[src/rtl/gray_counter_n.sv]
// Parametrised Gray-code counter: up/down, wrap or saturate, sticky over/underflow
// flags and a one-cycle terminal pulse. Define GRAY_LOAD_EN to add the Ld/LdVal load port.
module gray_counter_n #(
  parameter int WIDTH = 3,
  parameter bit WRAP  = 1'b1
) (
  input  logic             Clk,
  input  logic             Reset,
  input  logic             En,
  input  logic             Dir,
  input  logic             Clr,
`ifdef GRAY_LOAD_EN
  input  logic             Ld,
  input  logic [WIDTH-1:0] LdVal,
`endif
  output logic [WIDTH-1:0] Output,
  output logic [WIDTH-1:0] Bin,
  output logic             Overflow,
  output logic             Underflow,
  output logic             Term
);

  localparam logic [WIDTH-1:0] MAX = '1;

  logic [WIDTH-1:0] r_bin;
  logic [WIDTH-1:0] r_gray;
  logic             r_ovf;
  logic             r_unf;
  logic             r_term;

  logic [WIDTH-1:0] w_bin_nxt;
  logic [WIDTH-1:0] w_gray_nxt;
  logic             w_ovf_nxt;
  logic             w_unf_nxt;
  logic             w_term_nxt;
  logic             w_ld;
  logic [WIDTH-1:0] w_ld_bin;

`ifdef GRAY_LOAD_EN
  // Gray-to-binary: bit i is the XOR of all Gray bits from the MSB down to i.
  always_comb begin
    w_ld_bin = '0;
    for (int i = 0; i < WIDTH; i++) begin
      w_ld_bin[i] = ^(LdVal >> i);
    end
  end
  assign w_ld = Ld;
`else
  assign w_ld_bin = '0;
  assign w_ld     = 1'b0;
`endif

  // NOTE: every always_comb output gets a default first so no path leaves it unassigned (no latch).
  always_comb begin
    w_bin_nxt  = r_bin;
    w_ovf_nxt  = r_ovf;
    w_unf_nxt  = r_unf;
    w_term_nxt = 1'b0;
    if (Clr) begin
      w_bin_nxt = '0;
      w_ovf_nxt = 1'b0;
      w_unf_nxt = 1'b0;
    end else if (w_ld) begin
      w_bin_nxt = w_ld_bin;
    end else if (En) begin
      if (Dir) begin
        if (r_bin == MAX) begin
          w_bin_nxt  = WRAP ? '0 : MAX;
          w_ovf_nxt  = 1'b1;
          w_term_nxt = 1'b1;
        end else begin
          w_bin_nxt = r_bin + 1'b1;
        end
      end else begin
        if (r_bin == '0) begin
          w_bin_nxt  = WRAP ? MAX : '0;
          w_unf_nxt  = 1'b1;
          w_term_nxt = 1'b1;
        end else begin
          w_bin_nxt = r_bin - 1'b1;
        end
      end
    end
  end

  // Gray is encoded from the next count so Output is registered alongside Bin.
  assign w_gray_nxt = w_bin_nxt ^ (w_bin_nxt >> 1);

  // NOTE: sequential state uses non-blocking assignments so all registers update together.
  always_ff @(posedge Clk or negedge Reset) begin
    if (!Reset) begin
      r_bin  <= '0;
      r_gray <= '0;
      r_ovf  <= 1'b0;
      r_unf  <= 1'b0;
      r_term <= 1'b0;
    end else begin
      r_bin  <= w_bin_nxt;
      r_gray <= w_gray_nxt;
      r_ovf  <= w_ovf_nxt;
      r_unf  <= w_unf_nxt;
      r_term <= w_term_nxt;
    end
  end

  assign Output    = r_gray;
  assign Bin       = r_bin;
  assign Overflow  = r_ovf;
  assign Underflow = r_unf;
  assign Term      = r_term;

endmodule

[config.mk]
export PLATFORM = sky130hd
export DESIGN_NAME = gray_counter_n
export DESIGN_NICKNAME = d
export VERILOG_FILES = /design/src/rtl/gray_counter_n.sv
export SDC_FILE = /design/constraint.sdc
export NUM_CORES = 1
export LEC_CHECK = 0
export CORE_AREA = 2 2 39 41
export DETAILED_ROUTE_END_ITERATION = 8
export DIE_AREA = 0 0 41 43
export GPL_TIMING_DRIVEN = 0
export PLACE_DENSITY = 0.66
export SLEW_MARGIN = 5
export SYNTH_ARGS = -nofsm -noshare
export SYNTH_HDL_FRONTEND = slang
export SYNTH_SLANG_ARGS = --single-unit
[constraint.sdc]
create_clock -name Clk -period 2 [get_ports Clk]
set_input_delay 0.2 -clock Clk [delete_from_list [all_inputs] [get_ports Clk]]
set_output_delay 0.2 -clock Clk [all_outputs]
set_load 0.1 [all_outputs]
# After elaboration in Yosys (flattened, before gate mapping)

Cells that the tools add are included.

Add/subtract/negate cells: 2
Equal/unequal tests: 2
Multiplexer cells: 18
Bitwise operators: 1
Reduce and logical (&&, ||, !) cells: 7

Operators by type and width:

| cell                  | count |
|---|---|
| $mux W3               | 5 |
| $mux W1               | 13 |
| $reduce_bool A2 Y1    | 4 |
| $reduce_and A3 Y1     | 2 |
| $add A3 B1 Y3 const B | 1 |
| $eq A3 B3 Y1 const B  | 1 |
| $logic_not A3 Y1      | 1 |
| $sub A3 B1 Y3 const B | 1 |
| $xor A3 B2 Y3         | 1 |
| $ne A2 B1 Y1 const B  | 1 |

Bits in registers: 9
Input bits: 5
Output and inout port bits: 9
Word-level logic and storage cells: 35

# Longest topological paths before layout

Gate-level depths: netlist of the first run.

Depth in word-level cells: 6
Gate-level depth with buffers: 6
Gate-level depth less buffers: 6

# Worst setup path after synthesis of the first run

No wires, ideal clock.

Path type: reg2reg
Start: register r_bin[1] (netlist: Bin[1])
End: register r_gray[1] (netlist: Output[1])
Setup time: 0.094 ns
Arrival: 2.183 ns
Data required time: 1.906 ns
Path slack: -0.277 ns
Stages on the path, launching flop included: 7
Path buffers: 0
Period minus slack after synthesis: 2.277 ns
Cells stage by stage: dfrtp_1 -> inv_1 -> ha_1 -> or3_1 -> a22oi_2 -> xor2_1 -> a211oi_1

Word-level cells in the longest chain between the ends: 6
Elaborated cells between the ends (all ways): 10
Those cells by class: add/sub: 2; eq/ne: 1; mux: 5; bitwise: 1; reduce/logical: 1

RTL lines:

| element                                     | line   | source |
|---|---|---|
| start, declared                             | 25     | `logic [WIDTH-1:0] r_bin;` |
| start signal, assigned                      | 98     | `r_bin <= w_bin_nxt;` |
| $sub A3 B1 Y3, or another cell as far along | 80     | `w_bin_nxt = r_bin - 1'b1;` |
| $mux W3, on equally long branches           | 75, 67 |  |
| $mux W3                                     | 66     | `if (Dir) begin` |
| $mux W3 (*)                                 | 65     | `end else if (En) begin` |
| $mux W3 (*)                                 | 59     | `if (Clr) begin` |
| $xor A3 B2 Y3 (*)                           | 87     | `assign w_gray_nxt = w_bin_nxt ^ (w_bin_nxt >> 1);` |
| net w_gray_nxt[1]                           | 32     | `logic [WIDTH-1:0] w_gray_nxt;` |
| end signal, assigned                        | 99     | `r_gray <= w_gray_nxt;` |
| end, declared                               | 26     | `logic [WIDTH-1:0] r_gray;` |

Mark *: on every way through the listed nets, which the timed path passes. The rest lies on a longest branch.
A chain may end at the register's enable or synchronous reset.

# Worst setup path after layout of the first run

Start: register r_unf (netlist: Underflow)
End: output port Underflow

RTL lines:

| element                | line | source |
|---|---|---|
| start, declared        | 28   | `logic r_unf;` |
| start signal, assigned | 101  | `r_unf <= w_unf_nxt;` |
| end, declared          | 19   | `output logic Underflow,` |

No word-level cell between the ends.

==> flow_summary.ini, run 1 <==
[sta]
fin_setup_tns_ns = 0
worst_pin_slew_ns = 0.963
slew_viol_final = 0
fin_crit_ns = 1.94
worst_slack_ns = 0.0574
hold_viol_final = 0
period_share_pct = 97.1
slew_headroom_pct = 35.6
fin_hold_ws_ns = 0.216
max_clock_freq_mhz = 515
setup_viol = 0
worst_clock_skew_ns = 0.00600
rsz0062_at_grt = no

[clock_tree]
htree_num_levels = 1
cts_tree = yes
clock_sinks = 8
insertion_delay_ns = 0.26
clk_path_buf_depth = 2
postCtsSetupBuffers = 0
cts_buffers = 3
clk_pin_slew_worst_paths_ns = 0.06
holdBufCountCts = 0
clk_root_buffer_cell = clkbuf_4

[synth]
postSynthAreaPerCell_sq_um = 9.74
ys_warn_count = 0
ys_seq_elements = 8
synthMuxAreaShare_pct = 0
synth_area_leaders = dfrtp_1 (40%), ha_1 (9.9%), nor2_1 (5.2%)
ys_types = 24
synth-seq-area-share_pct = 39.5
synth_area_sq_um = 507
synth_top_cell_area_share_pct = 39.5
syn_inst = 52
synth_top_area_cell = dfrtp_1
synth_fp_nets = 61
synth_xor_area_share_pct = 3.46
synth_compound_area_share_pct = 19.5
synth_top_family_by_area = compound AO/OA/AOI/OAI gates
synth-simple-area-share_pct = 19.5
synth_fa_ha_area_share_pct = 9.88

[layout]
final_nets = 77
syn2layout_area_growth_pct = 31.1
n_antenna_cell = 0
fill_cells = 142
final_area_sq_um = 664
instances_no_fill = 83
post-route-util_pct = 48.0
drive_gt1_share_pct = 17.9

[place]
port_buffers = 11
place_area_sq_um = 641
gp_congestion = 0.813
dp_hpwl_um = 781
dp_cells = 79
dpl_worst_slack_ns = 0.0806

[die]
std_cell_rows = 14
die_height_um = 43
io_pins = 14
initial_core_util_pct = 36.6
die_w_um = 41
die_area_sq_um = 1760
core_sq_um = 1380

[critical_path]
worstSetupEndpointType = output pin
worstSetupPathType = reg2out
cp-start-kind = register
path_cells = clkdlybuf4s50_1
slowest_stage = clkdlybuf4s50_1
crit_fanout = 2
arrival_ns = 1.74
worst-path-buf-inv = 1
cp.required_ns = 1.80
cp_top_family = buffers and inverters
critPathMaxStageDelay_ns = 1.13

[detailed_routing]
wl_per_cell_um = 12.6
route.detailed.drc = 0
drtIter0Drc = 6
via_per_inst = 5.14
ant_nets = 0
drt_pass1_iterations = 3
routed_wl_mm = 1.05
vias = 427

[global_routing]
grt_pass1_vias = 383
grt_pass1_wl_mm = 1.73
grt_util_all_layers_pct = 15.1
antenna_found_initial = 0
grt_max_degree = 11
grt_overflow = 0

[power_and_ir_drop]
total_leakage_power_nw = 0.322
p_per_area_nw_per_um2 = 831
fin_total_pwr_mw = 0.552
ir_drop_mv = 0.345

[flow_run]
max_cap_violations = 0

[worst_hold_path]
hold_class = in2async

[outcome]
status = complete, no violations
==> registers in the layout, indices dropped and copies added (netlist names) <==
name,flops
Bin,3
Output,2
Overflow,1
Term,1
Underflow,1
==> synth_stat cells (all sizes together) <==
library cell  n
nor2b         1
and2b         1
o22ai         2
a22oi         2
buf           4
ha            4
nor3b         2
a21boi        2
o21ai         1
nand2         2
nor2          7
xor2          2
a211oi        2
nand2b        2
dfrtp         8
or3           2
a21oi         3
a31oi         2
inv           3
==> cell families after synthesis <==
| family | Yosys count |
|---|---|
| buffers and inverters | 7 |
| adders and majority gates | 4 |
| DFF | 8 |
| xor gates and xnor gates | 2 |
| AOI/OAI and AO/OA | 14 |
| and+or+nand+nor | 17 |
==> per-layer routing <==
layer / wire (um) / vias up / global-route usage [%]
met3: 75 / 0 / 9.95
met4: 0 / 0 / 4.67
met1: 453 / 203 / 18.4
met5: 0 / - / 0
li1: - / 211 / -
met2: 516 / 13 / 20.9
==> cell usage in the layout, fill, tap and decap left out, drive strengths merged, types with 3 or more instances in the layout <==
master and n:
clkbuf 4, buf 4, dlygate4sd2 4, nor2 7
a21oi 3, clkdlybuf4s50 6, dfrtp 8, ha 4
inv 3
==> where the power goes <==
group	leakage [nW]	total (mW)	internal (mW)	switching, mW
registers	0.102	0.188	0.175	0.0126
clock network	0.0150	0.137	0.0767	0.0607
logic	0.206	0.227	0.0642	0.163
==> worst register-to-register path: stages (launching register included) <==
cell and delay, ns:
dfrtp_2 0.44, ha_1 0.20, ha_1 0.23, nand2b_1 0.19
a22oi_1 0.25, xor2_1 0.10, a211oi_1 0.28
==> final timing paths <==
check / from / slack, ns / cells after the start / endpoint
hold / removal: Reset / 0.22 / 1 / Underflow
hold reg to reg: Underflow / 0.51 / 2 / Underflow
setup reg to reg: Bin[0] / 0.21 / 6 / Output[1]
setup / recovery: Underflow / 0.06 / 1 / Underflow
max in group asynchronous: Reset / 1.49 / 1 / Bin[2]
min in group Clk: Dir / 0.28 / 3 / Overflow
==> final cells by class <==
type	count	area, sq um	share of cell area (%)
buffer	4	30.0	4.52
timing repair buffer	11	108	16.2
clock buffer	4	26.3	3.95
sequential	8	204	30.7
tap	16	20.0	3.01
inverter	3	11.3	1.69
multi-input combinational	37	265	39.9
==> repair_timing <==
action,in CTS,in global routing
resized for setup,4,1
setup endpoints to repair,4,1
endpoints found under the hold margin,0,0
Power figures use the tool's default switching activity.
==> inputs of run 2 (changes only) <==
ABC_AREA = 1   (was unset)
PLACE_DENSITY = unset   (was 0.66)
TNS_END_PERCENT = 100   (was unset)
==> run 2 against run 1 <==
- sequential share of layout area is 0.81 points higher
- sequential power is 3% lower
- clock power is 5% lower
- largest cell class unchanged
- maximum frequency is 1.4% higher
- cell count is 11% higher
==> flow_summary.ini, run 2 <==
[power_and_ir_drop]
pwr-share-comb_pct = 41.0
netSwitchingPower_mw = 0.226
clkPwrFrac_pct = 24.6
total_leakage_power_nw = 0.381
fin_total_pwr_mw = 0.531
seqPwrFrac_pct = 34.5
p_per_area_nw_per_um2 = 831
switching_share_pct = 42.6
internal-power_mw = 0.305
ir_drop_mv = 0.454

[detailed_routing]
vias = 408
drt_pass1_iterations = 4
via_per_inst = 4.43
drtIter0Drc = 6
ant_nets = 0
routed_wl_um = 921
wl_per_cell_um = 10.0
route.detailed.drc = 0

[clock_tree]
clock_sinks = 8
holdBufCountCts = 0
cts_tree = yes
clk_path_buf_depth = 2
postCtsSetupBuffers = 0
cts.repair.resized = 2
clk_root_buffer_cell = clkbuf_4
cts_buffers = 3
insertion_delay_ns = 0.25
htree_num_levels = 1
clk_pin_slew_worst_paths_ns = 0.05

[critical_path]
slowest_stage = clkdlybuf4s50_1
crit_path_end = Overflow
cp-start-kind = register
cp-startpoint = Overflow
cp_top_family = buffers and inverters
timing.rr.end = Output[1]
crit_fanout = 2
worstSetupPathType = reg2out
cp.required_ns = 1.80
path_cells = clkdlybuf4s50_1
worstSetupEndpointType = output pin
rr_startpoint = Bin[0]
critPathMaxStageDelay_ns = 1.13
arrival_ns = 1.72
worst-path-buf-inv = 1
reg2reg_depth = 7
cp_num_cells = 1
worst-r2r-setup-slack_ns = 0.50

[place]
place_area_sq_um = 608
port_buffers = 13
gp_congestion = 0.753
dp_hpwl_um = 728
dpl_worst_slack_ns = 0.155

[global_routing]
grt_overflow = 0
grt_pass1_wl_mm = 1.57
antenna_found_initial = 0
grt_util_all_layers_pct = 13.5
grt_pass1_vias = 364
grt_max_degree = 9

[synth]
synth_fp_nets = 68
postSynthAreaPerCell_sq_um = 7.74
ys_warn_count = 0
ys_types = 12
synth_top_area_cell = dfrtp_1
synth_area_leaders = dfrtp_1 (44%), nand2_1 (14%), ha_1 (11%)
syn_inst = 59
ys_seq_elements = 8
synthFlopType = dfrtp_1
synthArstFlopShare_pct = 100
synth-seq-area-share_pct = 43.8
synth_common_cells = nand2_1 (17), inv_1 (10), dfrtp_1 (8)
synth_area_sq_um = 457
synth_top_cell_area_share_pct = 43.8
synth_edf_count = 0
synth_most_common_cell = nand2_1

[die]
std_cell_rows = 14
io_pins = 14
core_sq_um = 1380
die_height_um = 43
die_w_um = 41
initial_core_util_pct = 33.0
die_area_sq_um = 1760

[layout]
n_antenna_cell = 0
final_area_sq_um = 639
final_nets = 86
fill_cells = 160
largest_reg_flops = 3
layout_common_cells = nand2_1 (17), inv_1 (10), clkdlybuf4s50_1 (8)
layout_commonest_cell = nand2_1
syn2layout_area_growth_pct = 40.0
drive_gt1_share_pct = 11.8

[sta]
fin_setup_tns_ns = 0
max_clock_freq_mhz = 522
hold_viol_final = 0
worst_pin_slew_ns = 0.966
period_share_pct = 95.8
fin_crit_ns = 1.92
setup_viol = 0
slew_headroom_pct = 35.4
worst_clock_skew_ns = 0.00325
rsz0062_at_grt = no
worst_slack_ns = 0.0841
slew_viol_final = 0

[outcome]
status = complete, no violations

[worst_hold_path]
hold_class = in2async

[flow_run]
max_cap_violations = 0
[run 2: metrics by stage]
step,cells,utilization [%],hold WS [ns]
floorplan,59,-,-0.0956
global placement,88,43.9,0.489
detailed placement,88,43.9,0.487
CTS,92,45.7,0.210
global route,92,46.2,0.229
finish,92,46.2,0.211
[run 2: worst min path at each step]
stage	startpoint	endpoint	slack, ns	depth (start not counted)
floorplan	Reset	Bin[0]	-0.1	0
global placement	Reset	Underflow	0.49	1
detailed placement	Reset	Underflow	0.49	1
CTS	Reset	Bin[1]	0.21	1
global route	Reset	Bin[1]	0.23	1
finish	Reset	Output[0]	0.21	1
[run 2: kinds of logic after synthesis]
group                      count (synthesis)  synth area share (%)
AOI/OAI and AO/OA                          8                  8.77
adders and majority gates                  4                  11.0
buffers and inverters                     13                  11.5
DFF                                        8                  43.8
and+or+nand+nor                           26                  24.9
[run 2: area by class of cell]
| class | instances | area [sq um] | area share (%) |
|---|---|---|---|
| flip-flops and latches | 8 | 201 | 31.5 |
| inverters | 12 | 45.0 | 7.05 |
| repair buffers | 13 | 135 | 21.1 |
| multi-input cells | 38 | 204 | 31.9 |
| plain buffers | 1 | 7.51 | 1.17 |
| clock buffers | 4 | 26.3 | 4.11 |
| well taps | 16 | 20.0 | 3.13 |
[run 2: routing by layer]
layer | GRT usage (%) | routed length (um) | vias up
li1 | - | - | 217
met1 | 16.4 | 420 | 177
met2 | 19.7 | 426 | 14
met3 | 9.42 | 75 | 0
met4 | 2.00 | 0 | 0
met5 | 0 | 0 | -
[run 2: power groups by stage]
| stage | Clock, mW | Combinational, mW | Sequential [mW] |
|---|---|---|---|
| after floorplan | 0 | 0.0679 | 0.282 |
| after global placement | 0 | 0.219 | 0.186 |
| after detailed placement | 0 | 0.221 | 0.187 |
| after CTS | 0.139 | 0.218 | 0.184 |
| after global routing | 0.150 | 0.235 | 0.185 |
| final | 0.130 | 0.218 | 0.183 |
==> inputs of run 3 (changes only) <==
CTS_CLUSTER_DIAMETER = 100   (was unset)
PLACE_DENSITY = 0.58   (was unset)
==> run 3 against run 2 <==
- non-clock buffer count stayed put
- first-iteration DRC count up 17%
- core utilization is the same
- sequential power barely moved
- routed wire length grew 2.2%
- via count increased by 3.7%
- clock skew up 0.0010 ns
- sequential cell count stayed put
- critical path depth unchanged
- critical endpoint is now Underflow
==> flow_summary.ini, run 3 (synthesis results as in run 2) <==
[clock_tree]
holdBufCountCts = 0
clk_root_buffer_cell = clkbuf_4
insertion_delay_ns = 0.26
clock_sinks = 8
cts_tree = yes
htree_num_levels = 1
clk_path_buf_depth = 2
cts_buffers = 3
postCtsSetupBuffers = 0
clk_pin_slew_worst_paths_ns = 0.06
cts.repair.resized = 2

[critical_path]
critPathMaxStageDelay_ns = 1.13
path_cells = clkdlybuf4s50_1
crit_fanout = 2
arrival_ns = 1.72
worst-path-buf-inv = 1
cp-start-kind = register
cp.required_ns = 1.80
worstSetupEndpointType = output pin
slowest_stage = clkdlybuf4s50_1
cp_top_family = buffers and inverters
worstSetupPathType = reg2out

[sta]
worst_clock_skew_ns = 0.00428
slew_headroom_pct = 35.7
period_share_pct = 96.1
setup_viol = 0
fin_hold_ws_ns = 0.217
fin_setup_tns_ns = 0
slew_viol_final = 0
worst_pin_slew_ns = 0.962
max_clock_freq_mhz = 520
fin_crit_ns = 1.92
rsz0062_at_grt = no
hold_viol_final = 0
worst_slack_ns = 0.0782

[detailed_routing]
vias = 423
drtIter0Drc = 7
ant_nets = 0
drt_pass1_iterations = 3
route.detailed.drc = 0
routed_wl_um = 941
wl_per_cell_um = 10.2
via_per_inst = 4.60

[global_routing]
grt_overflow = 0
grt_util_all_layers_pct = 14.6
grt_pass1_wl_mm = 1.59
antenna_found_initial = 0
grt_pass1_vias = 412
grt_max_degree = 9

[flow_run]
max_cap_violations = 0

[die]
io_pins = 14
std_cell_rows = 14
core_sq_um = 1380
die_area_sq_um = 1760
die_height_um = 43
initial_core_util_pct = 33.0
die_w_um = 41

[worst_hold_path]
hold_class = in2async

[layout]
drive_gt1_share_pct = 11.8
final_area_sq_um = 639
layout_commonest_cell = nand2_1
largest_reg_flops = 3
final_nets = 86
syn2layout_area_growth_pct = 40.0
n_antenna_cell = 0
layout_common_cells = nand2_1 (17), inv_1 (10), clkdlybuf4s50_1 (8)
fill_cells = 157

[power_and_ir_drop]
clkPwrFrac_pct = 25.3
switching_share_pct = 42.9
p_per_area_nw_per_um2 = 836
netSwitchingPower_mw = 0.229
ir_drop_mv = 0.271
seqPwrFrac_pct = 34.1
pwr-share-comb_pct = 40.6
internal-power_mw = 0.305
total_leakage_power_nw = 0.383
fin_total_pwr_mw = 0.534

[place]
dpl_worst_slack_ns = 0.153
dp_hpwl_um = 775
place_area_sq_um = 608
gp_congestion = 0.800
port_buffers = 13

[outcome]
status = complete, no violations
run 3: cell counts in the layout (fill, tap and decap cells not counted):
No cell type changed its count.
run 3: final cells by class:
type                       instances  area, sq um  share of cell area [%]
inverter                          12         45.0                    7.05
timing repair buffer              13          135                    21.1
multi-input combinational         38          204                    31.9
buffer                             1         7.51                    1.17
tap                               16         20.0                    3.13
clock buffer                       4         26.3                    4.11
sequential                         8          201                    31.5
run 3: worst paths after layout:
kind	slack, ns	end	cells past startpoint	from
worst min register to register	0.53	Underflow	2	Underflow
worst max-delay path	0.08	Underflow	1	Underflow
min in group Clk	0.53	Underflow	2	Underflow
worst min-delay path	0.22	Output[1]	1	Reset
max in group asynchronous	1.50	Bin[0]	1	Reset
worst max register to register	0.53	Output[1]	8	Bin[0]
run 3: layer usage:
metal	GRT usage, %	part of all wire, %	vias to the layer above
li1	-	-	219
met1	13.2	38	190
met2	23.1	54	10
met3	7.85	5.2	4
met4	10.0	2.7	0
met5	0	0	-
run 3: through the flow:
stage / utilization (%) / instances
floorplan: - / 59
global placement: 43.9 / 88
detailed placement: 43.9 / 88
CTS: 45.7 / 92
global route: 46.2 / 92
finish: 46.2 / 92
run 3: power groups by stage:
stage	clock network (mW)	registers (mW)	logic, mW
final	0.135	0.183	0.217
after global routing	0.154	0.184	0.235
after CTS	0.140	0.183	0.219
after detailed placement	0	0.186	0.221
after global placement	0	0.186	0.220
after floorplan	0	0.282	0.0679
